[src/rtl/sub_serial_pkg.sv]
// Shared types and helpers for the digit-serial subtract / magnitude unit.
package sub_serial_pkg;

  typedef enum logic [1:0] {
    IDLE = 2'd0,
    SUB  = 2'd1,
    NEG  = 2'd2,
    DONE = 2'd3
  } state_t;

  // Digit counter width; a single-digit pass still needs a 1-bit counter.
  function automatic int cnt_width(input int w, input int d);
    int n;
    n = w / d;
    return (n > 1) ? $clog2(n) : 1;
  endfunction

endpackage

[src/rtl/digit_addsub.sv]
// D-bit ripple adder with optional inversion of y; shared by the subtract
// and negate passes.
module digit_addsub #(
  parameter int D = 4
) (
  input  logic [D-1:0] x,
  input  logic [D-1:0] y,
  input  logic         inv_y,
  input  logic         cin,
  output logic [D-1:0] s,
  output logic         cout
);

  logic [D-1:0] y_eff;

  assign y_eff     = inv_y ? ~y : y;
  assign {cout, s} = {1'b0, x} + {1'b0, y_eff} + {{D{1'b0}}, cin};

endmodule

[src/rtl/sub_mag_serial.sv]
// Digit-serial A - B: returns |A - B| with a sign flag, or the raw
// two's-complement difference, D bits per cycle with valid/ready handshakes.
module sub_mag_serial
  import sub_serial_pkg::*;
#(
  parameter int W = 8,
  parameter int D = 4
) (
  input  logic         clk,
  input  logic         rst_n,
  input  logic         in_valid,
  output logic         in_ready,
  input  logic [W-1:0] a,
  input  logic [W-1:0] b,
  input  logic         mode,
  output logic         out_valid,
  input  logic         out_ready,
  output logic [W-1:0] diff,
  output logic         neg,
  output logic         busy
);

  localparam int N  = W / D;
  localparam int CW = cnt_width(W, D);
  localparam logic [CW-1:0] LAST = CW'(N - 1);

  if ((W % D) != 0 || D > W) begin : g_bad_params
    $error("sub_mag_serial: W must be a multiple of D and D <= W");
  end

  state_t        state_reg, state_next;
  logic [W-1:0]  a_sh_reg, b_sh_reg, r_reg;
  logic          carry_reg, mode_reg, neg_reg;
  logic [CW-1:0] cnt_reg;

  logic [D-1:0]  x_dig, y_dig, s_dig;
  logic          inv_y, cout, last;

  assign last = (cnt_reg == LAST);

  // SUB feeds a + ~b + carry; NEG recirculates ~r + carry to negate the result.
  always_comb begin
    x_dig = a_sh_reg[D-1:0];
    y_dig = b_sh_reg[D-1:0];
    inv_y = 1'b1;
    if (state_reg == NEG) begin
      x_dig = ~r_reg[D-1:0];
      y_dig = '0;
      inv_y = 1'b0;
    end
  end

  digit_addsub #(.D(D)) u_digit (
    .x    (x_dig),
    .y    (y_dig),
    .inv_y(inv_y),
    .cin  (carry_reg),
    .s    (s_dig),
    .cout (cout)
  );

  always_comb begin
    state_next = state_reg;
    case (state_reg)
      IDLE: if (in_valid) state_next = SUB;
      SUB:  if (last) state_next = (!cout && !mode_reg) ? NEG : DONE;
      NEG:  if (last) state_next = DONE;
      DONE: if (out_ready) state_next = IDLE;
      default: state_next = IDLE;
    endcase
  end

  always_ff @(posedge clk or negedge rst_n) begin
    if (!rst_n) state_reg <= IDLE;
    else        state_reg <= state_next;
  end

  always_ff @(posedge clk or negedge rst_n) begin
    if (!rst_n) begin
      a_sh_reg  <= '0;
      b_sh_reg  <= '0;
      r_reg     <= '0;
      carry_reg <= 1'b0;
      mode_reg  <= 1'b0;
      neg_reg   <= 1'b0;
      cnt_reg   <= '0;
    end else begin
      case (state_reg)
        IDLE: begin
          if (in_valid) begin
            a_sh_reg  <= a;
            b_sh_reg  <= b;
            mode_reg  <= mode;
            neg_reg   <= 1'b0;
            carry_reg <= 1'b1;
            cnt_reg   <= '0;
          end
        end
        SUB: begin
          a_sh_reg  <= a_sh_reg >> D;
          b_sh_reg  <= b_sh_reg >> D;
          r_reg     <= (r_reg >> D) | (W'(s_dig) << (W - D));
          carry_reg <= cout;
          cnt_reg   <= cnt_reg + 1'b1;
          if (last) begin
            // No carry out of a + ~b + 1 means a borrow, i.e. a < b.
            neg_reg   <= ~cout;
            carry_reg <= 1'b1;
            cnt_reg   <= '0;
          end
        end
        NEG: begin
          r_reg     <= (r_reg >> D) | (W'(s_dig) << (W - D));
          carry_reg <= cout;
          cnt_reg   <= last ? '0 : cnt_reg + 1'b1;
        end
        default: ;
      endcase
    end
  end

  assign in_ready  = (state_reg == IDLE);
  assign out_valid = (state_reg == DONE);
  assign busy      = (state_reg != IDLE);
  assign diff      = r_reg;
  assign neg       = neg_reg;

endmodule

[config.mk]
export PLATFORM = sky130hd
export DESIGN_NAME = sub_mag_serial
export DESIGN_NICKNAME = d
export VERILOG_FILES = /design/src/rtl/sub_serial_pkg.sv /design/src/rtl/digit_addsub.sv /design/src/rtl/sub_mag_serial.sv
export SDC_FILE = /design/constraint.sdc
export NUM_CORES = 1
export LEC_CHECK = 0
export ABC_AREA = 1
export CAP_MARGIN = 20
export CORE_ASPECT_RATIO = 0.6
export CORE_UTILIZATION = 54
export CTS_CLUSTER_SIZE = 24
export DETAILED_ROUTE_END_ITERATION = 16
export PLACE_DENSITY_LB_ADDON = 0.25
export SETUP_SLACK_MARGIN = 0.4
export SYNTH_ARGS = -nofsm -noshare
export SYNTH_HDL_FRONTEND = slang
export SYNTH_SLANG_ARGS = --single-unit
[constraint.sdc]
create_clock -name clk -period 3.5 [get_ports clk]
set_clock_uncertainty 0.15 [all_clocks]
set_input_delay 0.7 -clock clk [delete_from_list [all_inputs] [get_ports clk]]
set_output_delay 0.7 -clock clk [all_outputs]
set_load 0.02 [all_outputs]
=== After elaboration in Yosys (flattened, before gate mapping) ===
Cells that the tools add are included.

* Register bits: 30
* Bits of input ports: 21
* Word-level logic and storage cells: 58

* Add/subtract/negate cells: 3
* Equal/unequal tests: 7
* Muxes and demuxes: 21
* Bitwise gates (word level): 4
* Reduce and logical (&&, ||, !) cells: 15

{| class="wikitable"
|+ Operators with widths
! cell !! number
|-
| $pmux W8 S2 || 2
|-
| $mux W8 || 2
|-
| $mux W4 || 3
|-
| $mux W2 || 4
|-
| $not A4 Y4 || 2
|-
| $or A4 B8 Y8 || 1
|-
| $pmux W2 S4 || 1
|-
| $reduce_and A2 Y1 || 4
|-
| $mux W1 || 6
|-
| $ne A2 B2 Y1 const B || 3
|-
| $reduce_bool A2 Y1 || 3
|-
| $add A4 B4 Y5 || 1
|-
| $add A5 B1 Y5 || 1
|-
| $eq A2 B2 Y1 const B || 2
|-
| $pmux W1 S2 || 2
|-
| $reduce_and A4 Y1 || 1
|-
| $pmux W1 S3 || 1
|-
| $reduce_and A3 Y1 || 1
|-
| $reduce_bool A3 Y1 || 1
|-
| $eq A2 B1 Y1 const B || 1
|-
| $logic_not A1 Y1 || 2
|-
| $logic_not A2 Y1 || 1
|-
| $ne A2 B1 Y1 const B || 1
|-
| $reduce_or A2 Y1 || 1
|-
| 3 further kinds || 3
|}

=== Depth between registers and ports, before layout ===
Gate-level depths: netlist of run 1.

* Depth after elaboration: 11
* Mapped depth: 13
* Mapped depth without buffers: 13

=== Modules after synthesis ===
Synthesis of run 1 repeated with hierarchy kept, for this count alone.

* Cell total of the unflattened synthesis: 206
* Area, all modules: 1679.1 um^2

{| class="wikitable"
|+ By module, submodules not included
! module !! instances !! cells each !! area an instance (um^2) !! sequential area each (um^2)
|-
| sub_mag_serial || 1 || 178 || 1480.2 || 750.7
|-
| digit_addsub || 1 || 28 || 198.9 || 0.0
|}

=== Worst setup path after synthesis of run 1 ===
No wires, ideal clock.

* Path kind: flip-flop to flip-flop
* Start: reg state_reg[0]
* End: reg state_reg[0]
* Library setup time: 0.117 ns
* Arrival time: 2.116 ns
* Path slack: 1.117 ns
* Stages on the path, launching flop included: 14
* Path buffers: 0
* Period minus slack after synthesis: 2.383 ns
* Path through: dfrtp_1 > inv_1 > ha_1 > inv_2 > nand2_1 > o21ai_0 > fa_1 > fa_1 > nand3_1 > nand3_1 > nand2_1 > nand2_1 > nand2_1 > nand2_1

* Cells in the longest elaborated chain, start to end: 11

{| class="wikitable"
|+ RTL lines
! item !! line !! source
|-
| start, declared || sub_mag_serial.sv:31 || <nowiki>state_t state_reg, state_next;</nowiki>
|-
| start signal, assigned || sub_mag_serial.sv:75 || <nowiki>else state_reg <= state_next;</nowiki>
|-
| $eq A2 B2 Y1 || sub_mag_serial.sv:46, sub_mag_serial.sv:64 ||
|-
| $mux W4 || sub_mag_serial.sv:46 || <nowiki>if (state_reg == NEG) begin</nowiki>
|-
| $not A4 Y4 || digit_addsub.sv:16 || <nowiki>assign y_eff = inv_y ? ~y : y;</nowiki>
|-
| $mux W4 || digit_addsub.sv:16 ||
|-
| $add A4 B4 Y5 || digit_addsub.sv:17 || <nowiki>assign {cout, s} = {1'b0, x} + {1'b0, y_eff} + {{D{1'b0}}, cin};</nowiki>
|-
| $add A5 B1 Y5 || digit_addsub.sv:17 ||
|-
| $logic_not A1 Y1 || sub_mag_serial.sv:66 || <nowiki>SUB: if (last) state_next = (!cout && !mode_reg) ? NEG : DONE;</nowiki>
|-
| $logic_and A1 B1 Y1 || sub_mag_serial.sv:66 ||
|-
| $mux W1 || sub_mag_serial.sv:66 ||
|-
| $mux W2 || sub_mag_serial.sv:66 ||
|-
| $pmux W2 S4 || sub_mag_serial.sv:64 || <nowiki>case (state_reg)</nowiki>
|}

Several ways; a longest one is shown, not always the timed one. The select of a mux whose other input is x is not followed.
A chain may end at the register's enable or synchronous reset.

=== Worst setup path in the final report of run 1 ===
* Start: reg state_reg[0]
* End: reg carry_reg

* Cells in the longest elaborated chain, start to end: 8

{| class="wikitable"
|+ RTL lines
! item !! line !! source
|-
| $eq A2 B2 Y1 || sub_mag_serial.sv:46, sub_mag_serial.sv:88 ||
|-
| $mux W4 || sub_mag_serial.sv:46 ||
|-
| $not A4 Y4 || digit_addsub.sv:16 ||
|-
| $mux W4 || digit_addsub.sv:16 ||
|-
| $add A4 B4 Y5 || digit_addsub.sv:17 ||
|-
| $add A5 B1 Y5 || digit_addsub.sv:17 ||
|-
| $mux W1 || sub_mag_serial.sv:105 || <nowiki>if (last) begin</nowiki>
|-
| $pmux W1 S3 || sub_mag_serial.sv:88 || <nowiki>case (state_reg)</nowiki>
|-
| end signal, assigned || sub_mag_serial.sv:103 || <nowiki>carry_reg <= cout;</nowiki>
|-
| end signal, assigned || sub_mag_serial.sv:114 || <nowiki>carry_reg <= cout;</nowiki>
|-
| end, declared || sub_mag_serial.sv:33 || <nowiki>logic carry_reg, mode_reg, neg_reg;</nowiki>
|}

Several ways; a longest one is shown, not always the timed one.

==> results.toml, run 1 <==
[status]
status = "finished clean"

[floorplan]
die_h_um = 44.5
dieArea_sq_um = 3250
num_rows = 15
die_w_um = 72.9
ioPinCount = 33
core_area_sq_um = 2870
start_util = 0.567

[logic_synthesis]
seq_area_frac_synth = 0.461
synth_area_leaders = "dfrtp_1 46%, nand2_1 16%, ha_1 6.1%, nand3_1 5.2%, o21ai_0 3.4%"
syn_area_sq_um = 1630
syn_area_per_cell_sq_um = 8.35
synth_cells = 195
ys_types = 23
syn_nets = 226
yosysWarnings = 0
synth_top_area_share = 0.461
synth_largest_area_cell = "dfrtp_1"
synth-seq-cells = 30

[worst_setup_path]
required_ns = 3.52
crit_path_top_delay_cell = "dfrtp_1"
cp_common_cell = "nand2_1"
critPathCaptureType = "register"
crit_chain = "inv_1, ha_1, inv_2, nand2_1, o21ai_0, fa_1, fa_1, nand2_1, nand2_1, nand3_1, nand3_1, o21ai_0, inv_1"
critPathKind = "register to register"
cp.arrival_ns = 2.73
crit_path_max_incr_delay_ns = 0.45
critPathLaunchType = "register"
crit_fanout = 10

[sta]
worstMarginPinSlew_ns = 0.422
fin_crit_ns = 2.71
period_share = 0.774
relSlewSlack = 0.719
grt_setup_unrepaired = "no"
setup_viol_count_final = 0
slew_viol_final = 0
fmax_mhz = 369
hold_viol_final = 0
timing.hold.ws_ns = 0.337
tns_ns = 0

[layout]
drive_above_1_share = 0.108
layout.cells.most_common = "nand2_1"
final_cell_mix = "69 x nand2_1, 32 x clkdlybuf4s50_1, 30 x dfrtp_1, 17 x nand3_1, 14 x nor2_1"
finish.utilization = 0.724
fill_cells = 224
area_growth_pct = 27.7
multi_input_area_sq_um = 764
fin_cells = 274
num_antenna_cells = 0
final_nets = 262
regArea_sq_um = 751

[route]
first_pass_iters = 4
vias = 1419
drtAntennaViolNets = 0
viasPerCell = 5.18
wirelength_mm = 3.68
drtIter0Drc = 63
drc = 0
routedWlPerCell_um = 13.4

[placement]
gp_congestion = 0.964
portBuffers = 32
dp_hpwl_mm = 2.71
dp.cells = 266

[clock_network]
cts_resized = 0
cts_tree = "built"
postCtsSetupBuffers = 0
cts-buffers-inserted = 5
clk_path_buf_depth = 2
cts_root_buf = "clkbuf_8"
clkSlewWorstSetupHoldPaths_ns = 0.07
clk_latency_ns = 0.28
cts_hold_buf = 0
clock_sinks = 30
cts_max_level = 2

[power_and_ir_drop]
power.density_nw_per_um2 = 1150
p_leak_nw = 1.01
max-vdd-ir-drop_v = 0.000763

[grt]
grt_use_total = 0.251
grt-ovfl-total = 0
grt_pass1_wl_mm = 5.96
grt_max_degree = 31
antenna_found_initial = 0
grt_pass1_vias = 1313

[worst_hold_path]
worstHoldPathType = "register to register"

[flow_run]
drv_cap = 0
layout make-up:
class	count	share of cell area
multi-input cells	143	0.368
flip-flops and latches	30	0.361
repair buffers	35	0.165
clock buffers	5	0.0331
inverters	16	0.0289
well taps	42	0.0253
clock inverters	3	0.0193
through the flow:
step | power [mW] | setup WS (ns) | cell area (sq um)
floorplan | 1.67 | 1.12 | 1630
global placement | 1.96 | 1.00 | 1970
detailed placement | 2.05 | 0.842 | 1970
CTS | 2.40 | 0.815 | 2080
global route | 2.60 | 0.632 | 2080
finish | 2.40 | 0.792 | 2080
per-layer routing:
layer / GRT usage / share of wire / wire, um
met5: 0 / 0 / 0
met4: 0.106 / 0.013 / 48
met3: 0.0797 / 0.058 / 213
met2: 0.379 / 0.47 / 1730
met1: 0.338 / 0.46 / 1690
worst max-delay path, delay by kind of cell (launching register included):
| family | cells | cell delay [ns] |
|---|---|---|
| flops | 1 | 0.45 |
| fa+ha+maj | 3 | 1.12 |
| simple gates | 5 | 0.37 |
| compound gates | 2 | 0.20 |
| buf+inv | 3 | 0.31 |
power by group:
part           total [mW]  internal [mW]  switching (mW)  leakage (nW)
Sequential          0.653          0.527           0.126         0.361
Clock               0.345          0.209           0.135        0.0579
Combinational        1.40          0.541           0.862         0.591
Total                2.40           1.28            1.12          1.01
cells in the mapped netlist:
library cell / instances
buf_4: 1
inv_2: 3
nand2_2: 1
nand2_1: 69
o21ai_4: 1
inv_1: 13
ha_1: 8
nor2_2: 4
o21ai_0: 11
or2_2: 1
buf_6: 1
a21oi_1: 4
buf_2: 2
o21ai_1: 3
fa_1: 2
buf_12: 1
dfrtp_1: 30
nor2_1: 14
nand3_1: 17
a31oi_4: 1
a31oi_2: 3
clkbuf_1: 1
a31oi_1: 4
cell families after synthesis:
family,count (synthesis),share of synthesized area
DFF,30,0.461
AOI/OAI and AO/OA,27,0.117
buffers and inverters,22,0.0692
and+or+nand+nor,106,0.267
adders and majority gates,10,0.0861
path summary, 6_finish.rpt:
check / start / end / slack [ns] / cells after the start
hold / removal: b_sh_reg[6] / b_sh_reg[6] / 0.34 / 2
setup reg to reg: state_reg[0] / carry_reg / 0.79 / 13
min in group asynchronous: rst_n / carry_reg / 0.65 / 2
max in group asynchronous: rst_n / diff[3] / 2.27 / 2
setup / recovery: state_reg[0] / carry_reg / 0.79 / 13
hold reg to reg: b_sh_reg[6] / b_sh_reg[6] / 0.34 / 2
No activity file was read; power rests on OpenSTA's default activity.
==> run 2: changes to the inputs <==
- CORE_UTILIZATION: 54 -> 51
- clock period: 3.5 -> 2.8 ns (I/O delays scaled with it)
==> run 2 against run 1 <==
Non-clock buffer count up 8. Total power up 31%. Critical path depth is the same. Flip-flop and latch count did not move. Global-route usage about the same. Wire length is 6.5% higher. Maximum frequency is 12% higher. Largest cell class unchanged. Critical path type unchanged.
==> results.toml, run 2 (synthesized netlist as in run 1, its figures left out) <==
[power_and_ir_drop]
power_mw = 3.15
power.net_switching_mw = 1.49
seq_power_share = 0.261
power_frac_comb = 0.623
swShare = 0.473
p_leak_nw = 1.04
max-vdd-ir-drop_v = 0.000982
power.density_nw_per_um2 = 1440
pwr-share-clk = 0.116
p_int_mw = 1.66

[clock_network]
clock_sinks = 30
clkSlewWorstSetupHoldPaths_ns = 0.06
cts_max_level = 2
clk_latency_ns = 0.29
cts_tree = "built"
cts-buffers-inserted = 5
clk_path_buf_depth = 2
cts_hold_buf = 0
cts_root_buf = "clkbuf_8"

[floorplan]
num_rows = 15
ioPinCount = 33
die_h_um = 45.8
start_util = 0.552
core_area_sq_um = 2950
die_w_um = 74.9
dieArea_sq_um = 3430

[worst_setup_path]
cp_top_family = "adder cells"
required_ns = 2.83
critPathKind = "register to register"
critPathLaunchType = "register"
crit_chain = "inv_2, ha_4, inv_8, nand2_4, o21ai_4, fa_2, fa_2, nand3_2, nand3_2, nand2_1, nand2_1, nand2_1, nand2_1"
crit_path_max_incr_delay_ns = 0.43
r2r.worst_path.cells = 13
path_buf_inv = 2
cp_common_cell = "nand2_1"
r2r-start = "state_reg[0]"
r2r_end = "state_reg[0]"
worst-r2r-setup-slack_ns = 0.38
crit_path_top_delay_cell = "dfrtp_2"
critPathCaptureType = "register"
cp.arrival_ns = 2.45
crit_fanout = 6

[sta]
fmax_mhz = 414
worst_slack_ns = 0.384
setup_viol_count_final = 0
slew_viol_final = 0
grt_setup_unrepaired = "yes"
period_share = 0.863
relSlewSlack = 0.748
fin_crit_ns = 2.42
tns_ns = 0
timing.hold.ws_ns = 0.338
hold_viol_final = 0
worstMarginPinSlew_ns = 0.378

[layout]
fill_cells = 210
finish.utilization = 0.740
area_growth_pct = 33.9
final_nets = 270
final_cell_mix = "67 x nand2_1, 30 x clkdlybuf4s50_1, 29 x dfrtp_1, 15 x nand3_1, 14 x nor2_1"
fin_cells = 282
num_antenna_cells = 0
layout.cells.most_common = "nand2_1"
drive_above_1_share = 0.179
final_cell_area_sq_um = 2180

[route]
viasPerCell = 5.30
first_pass_iters = 4
drc = 0
drtIter0Drc = 91
routedWlPerCell_um = 13.9
drtAntennaViolNets = 0
wirelength_mm = 3.92
vias = 1494

[placement]
dp.cells = 267
place_area_sq_um = 1980
portBuffers = 32
gp_congestion = 0.947
dp_slack_ns = 0.165
dp_hpwl_mm = 2.78

[status]
status = "finished clean"

[grt]
grt-ovfl-total = 0
grt_use_total = 0.252
grt_pass1_wl_mm = 5.93
grt_max_degree = 31
antenna_found_initial = 0
grt_pass1_vias = 1394

[worst_hold_path]
hp-start = "b_sh_reg[6]"
worstHoldPathType = "register to register"
whs_path_depth = 2
min_to = "b_sh_reg[6]"

[flow_run]
drv_cap = 0
## run 2: changes by cell type in the layout (fill, tap and decap cells not counted), sizes merged
| cell | previous run | this run |
|---|---|---|
| buf | 3 | 11 |
| bufinv | 1 | 0 |
| clkbuf | 5 | 7 |
| clkdlybuf4s50 | 32 | 30 |
| clkinv | 2 | 1 |
| dlygate4sd2 | 0 | 2 |
## run 2: power groups by stage
stage	clock [mW]	sequential, mW	combinational [mW]
finish	0.366	0.821	1.96
global route	0.387	0.843	2.18
CTS	0.365	0.815	1.75
detailed placement	0	0.817	1.73
global placement	0	0.806	1.66
floorplan	0	0.848	1.24
## run 2: worst register-to-register path, delay by kind of cell, from the launching register on
family / cells / cell delay (ns)
and+or+nand+nor: 7 / 0.53
AOI/OAI and AO/OA: 1 / 0.06
buffers and inverters: 2 / 0.13
adders and majority gates: 3 / 1.01
DFF: 1 / 0.43
## run 2: what timing repair did
action | 4_1_cts | 5_1_grt
setup buffers | 0 | 7
resized for setup | 7 | 14
pin swaps | 0 | 6
setup endpoints to repair | 6 | 5
## run 2: how the worst max path moves through the flow
stage            startpoint      endpoint  slack (ns)  depth (start not counted)
3_5_place_dp   state_reg[0]  state_reg[0]        0.16                         13
5_1_grt        state_reg[0]  state_reg[0]        0.29                         13
6_report       state_reg[0]  state_reg[0]        0.38                         13
2_1_floorplan  state_reg[0]  state_reg[0]        0.42                         13
4_1_cts        state_reg[0]  state_reg[0]        0.31                         13
3_3_place_gp   state_reg[0]  state_reg[0]        0.31                         13
## run 2: area by class of cell
type	count	area (sq um)	area share
clock inverters	1	5.00	0.00230
multi-input cells	143	816	0.374
repair buffers	43	400	0.184
flip-flops and latches	30	752	0.345
clock buffers	7	86.3	0.0396
inverters	16	67.6	0.0310
well taps	42	52.6	0.0241
## run 2: layer usage
layer,vias to the layer above,wire (um),global-route usage
li1,714,-,-
met1,729,1730,0.297
met2,42,1880,0.400
met3,9,218,0.104
met4,0,87,0.132
met5,-,0,0
==> run 3: changes to the inputs <==
- ABC_AREA: 1 -> default
- CORE_UTILIZATION: 51 -> 54
- clock period: 2.8 -> 3.1 ns (I/O delays scaled with it)
==> run 3 against run 2 <==
Combinational power down 16%. Clock power down 20%. Sequential share of layout area up 2.2 points. Critical endpoint unchanged. Maximum frequency down 3.6%. Highest routed layer unchanged. Area after synthesis down 2.9%. Die area down 8.0%. Non-clock buffer count down 5. Largest cell class unchanged. Cell count down 16%. Sequential power down 8.3%. Flip-flop and latch count unchanged.
==> results.toml, run 3 <==
[placement]
gp_congestion = 0.853
dp_slack_ns = 0.249
dp_hpwl_mm = 2.80
portBuffers = 32

[sta]
grt_setup_unrepaired = "no"
hold_viol_final = 0
relSlewSlack = 0.464
period_share = 0.808
setup_viol_count_final = 0
slew_viol_final = 0
fin_crit_ns = 2.51
tns_ns = 0
fmax_mhz = 399
worst_slack_ns = 0.595
worstMarginPinSlew_ns = 0.802

[worst_hold_path]
whs_path_depth = 2
min_to = "b_sh_reg[5]"
worstHoldPathType = "register to register"
hp-start = "b_sh_reg[5]"

[floorplan]
dieArea_sq_um = 3150
core_area_sq_um = 2650
ioPinCount = 33
start_util = 0.597
die_w_um = 71.8
num_rows = 14
die_h_um = 43.9

[route]
vias = 1410
viasPerCell = 5.97
drtIter0Drc = 129
met2_length_mm = 1.81
wirelength_mm = 3.94
routedWlPerCell_um = 16.7
drtAntennaViolNets = 0
drt-met1-wl_mm = 1.65
drc = 0
dr_wl_met3_um = 397
first_pass_iters = 4
top_layer = "met4"

[worst_setup_path]
crit_path_top_delay_cell = "dfrtp_2"
crit_path_max_incr_delay_ns = 0.44
r2r-start = "state_reg[0]"
r2r_end = "state_reg[0]"
r2r.worst_path.cells = 9
path_buf_inv = 1
required_ns = 3.10
cp.arrival_ns = 2.50
crit_chain = "inv_1, ha_4, a21oi_1, fa_2, fa_2, nand3_1, nand2_1, o211ai_1, o211ai_1"
crit_fanout = 10
critPathLaunchType = "register"
critPathKind = "register to register"
worst-r2r-setup-slack_ns = 0.59
critPathCaptureType = "register"
cp_top_family = "adder cells"

[logic_synthesis]
syn_area_sq_um = 1580
synth_top_area_share = 0.475
synth_area_leaders = "dfrtp_1 48%, ha_1 6.3%, o22ai_1 6.3%, a21oi_1 4.8%, mux2_2 4.3%"
synth-edff-count = 0
synth_largest_area_cell = "dfrtp_1"
synth_cells = 159
ys_types = 30
syn_nets = 190
netlist_top_cells_count = "30 x dfrtp_1, 16 x nand2_1, 16 x o22ai_1"
synth-seq-cells = 30
synth_flop_cell = "dfrtp_1"
syn_area_per_cell_sq_um = 9.94
synth.most_common_cell = "dfrtp_1"
yosysWarnings = 0
ys_async_sr_fraction = 1.00
seq_area_frac_synth = 0.475

[status]
status = "finished clean"

[grt]
grt_max_degree = 31
grt-ovfl-total = 0
grt_use_total = 0.269
antenna_found_initial = 0
grt_pass1_vias = 1328
grt_pass1_wl_mm = 6.28

[clock_network]
cts-buffers-inserted = 5
clk_path_buf_depth = 2
cts_root_buf = "clkbuf_8"
cts_tree = "built"
cts_hold_buf = 0
clk_latency_ns = 0.28
cts_max_level = 2
clock_sinks = 30
clkSlewWorstSetupHoldPaths_ns = 0.06

[layout]
finish.utilization = 0.775
num_antenna_cells = 0
layout.cells.most_common = "clkdlybuf4s50_1"
area_growth_pct = 29.7
final_nets = 227
final_cell_mix = "31 x clkdlybuf4s50_1, 29 x dfrtp_1, 16 x o22ai_1, 16 x nand2_1, 15 x a21oi_1"
drive_above_1_share = 0.143

[power_and_ir_drop]
max-vdd-ir-drop_v = 0.000831
power.density_nw_per_um2 = 1320
p_leak_nw = 0.852

[flow_run]
drv_cap = 0
[run 3: how the worst max path moves through the flow]
stage	startpoint	to	slack, ns	cells after the start
detailed placement	state_reg[0]	carry_reg	0.25	9
floorplan	state_reg[0]	carry_reg	0.53	11
global route	state_reg[0]	state_reg[0]	0.45	10
finish	state_reg[0]	state_reg[0]	0.59	9
CTS	state_reg[0]	state_reg[0]	0.35	9
global placement	state_reg[0]	carry_reg	0.43	9
[run 3: final cells by class]
| cell class | count | area (sq um) |
|---|---|---|
| multi-input cells | 116 | 788 |
| flip-flops and latches | 30 | 752 |
| fillers | 173 | 596 |
| repair buffers | 38 | 364 |
| clock buffers | 7 | 76.3 |
| well taps | 40 | 50.0 |
| inverters | 5 | 18.8 |
[run 3: timing repair]
action                     in CTS  in global routing
resized for setup               2                  5
buffers inserted                0                  3
setup endpoints to repair       3                  2
[run 3: layer usage]
| layer | vias up | GRT usage |
|---|---|---|
| met5 | - | 0 |
| met2 | 85 | 0.415 |
| met4 | 0 | 0.110 |
| li1 | 653 | - |
| met3 | 10 | 0.0651 |
| met1 | 662 | 0.372 |
[run 3: kinds of logic after synthesis]
family,share of synthesized area
simple gates,0.104
mux,0.0523
flops,0.475
xor+xnor,0.0111
compound gates,0.229
fa+ha+maj,0.0887
buf+inv,0.0404
[run 3: worst reg2reg max path, cell delays in order, from the launching register on]
cell      delay, ns
dfrtp_2        0.44
inv_1          0.16
ha_4           0.22
a21oi_1        0.10
fa_2           0.37
fa_2           0.38
nand3_1        0.10
nand2_1        0.13
o211ai_1       0.22
o211ai_1       0.12
[run 3: power breakdown]
part,internal (mW),leakage [nW],switching [mW]
logic,0.778,0.452,0.877
registers,0.588,0.362,0.165
clock network,0.154,0.0383,0.139
[run 3: per-stage QoR]
stage / hold slack [ns] / power [mW] / area (sq um) / std cells
after floorplan: 0.174 / 1.86 / 1580 / 159
after global placement: 0.323 / 2.23 / 1930 / 226
after detailed placement: 0.364 / 2.32 / 1930 / 226
after CTS: 0.377 / 2.62 / 2010 / 233
after global routing: 0.394 / 2.90 / 2050 / 236
final: 0.376 / 2.70 / 2050 / 236
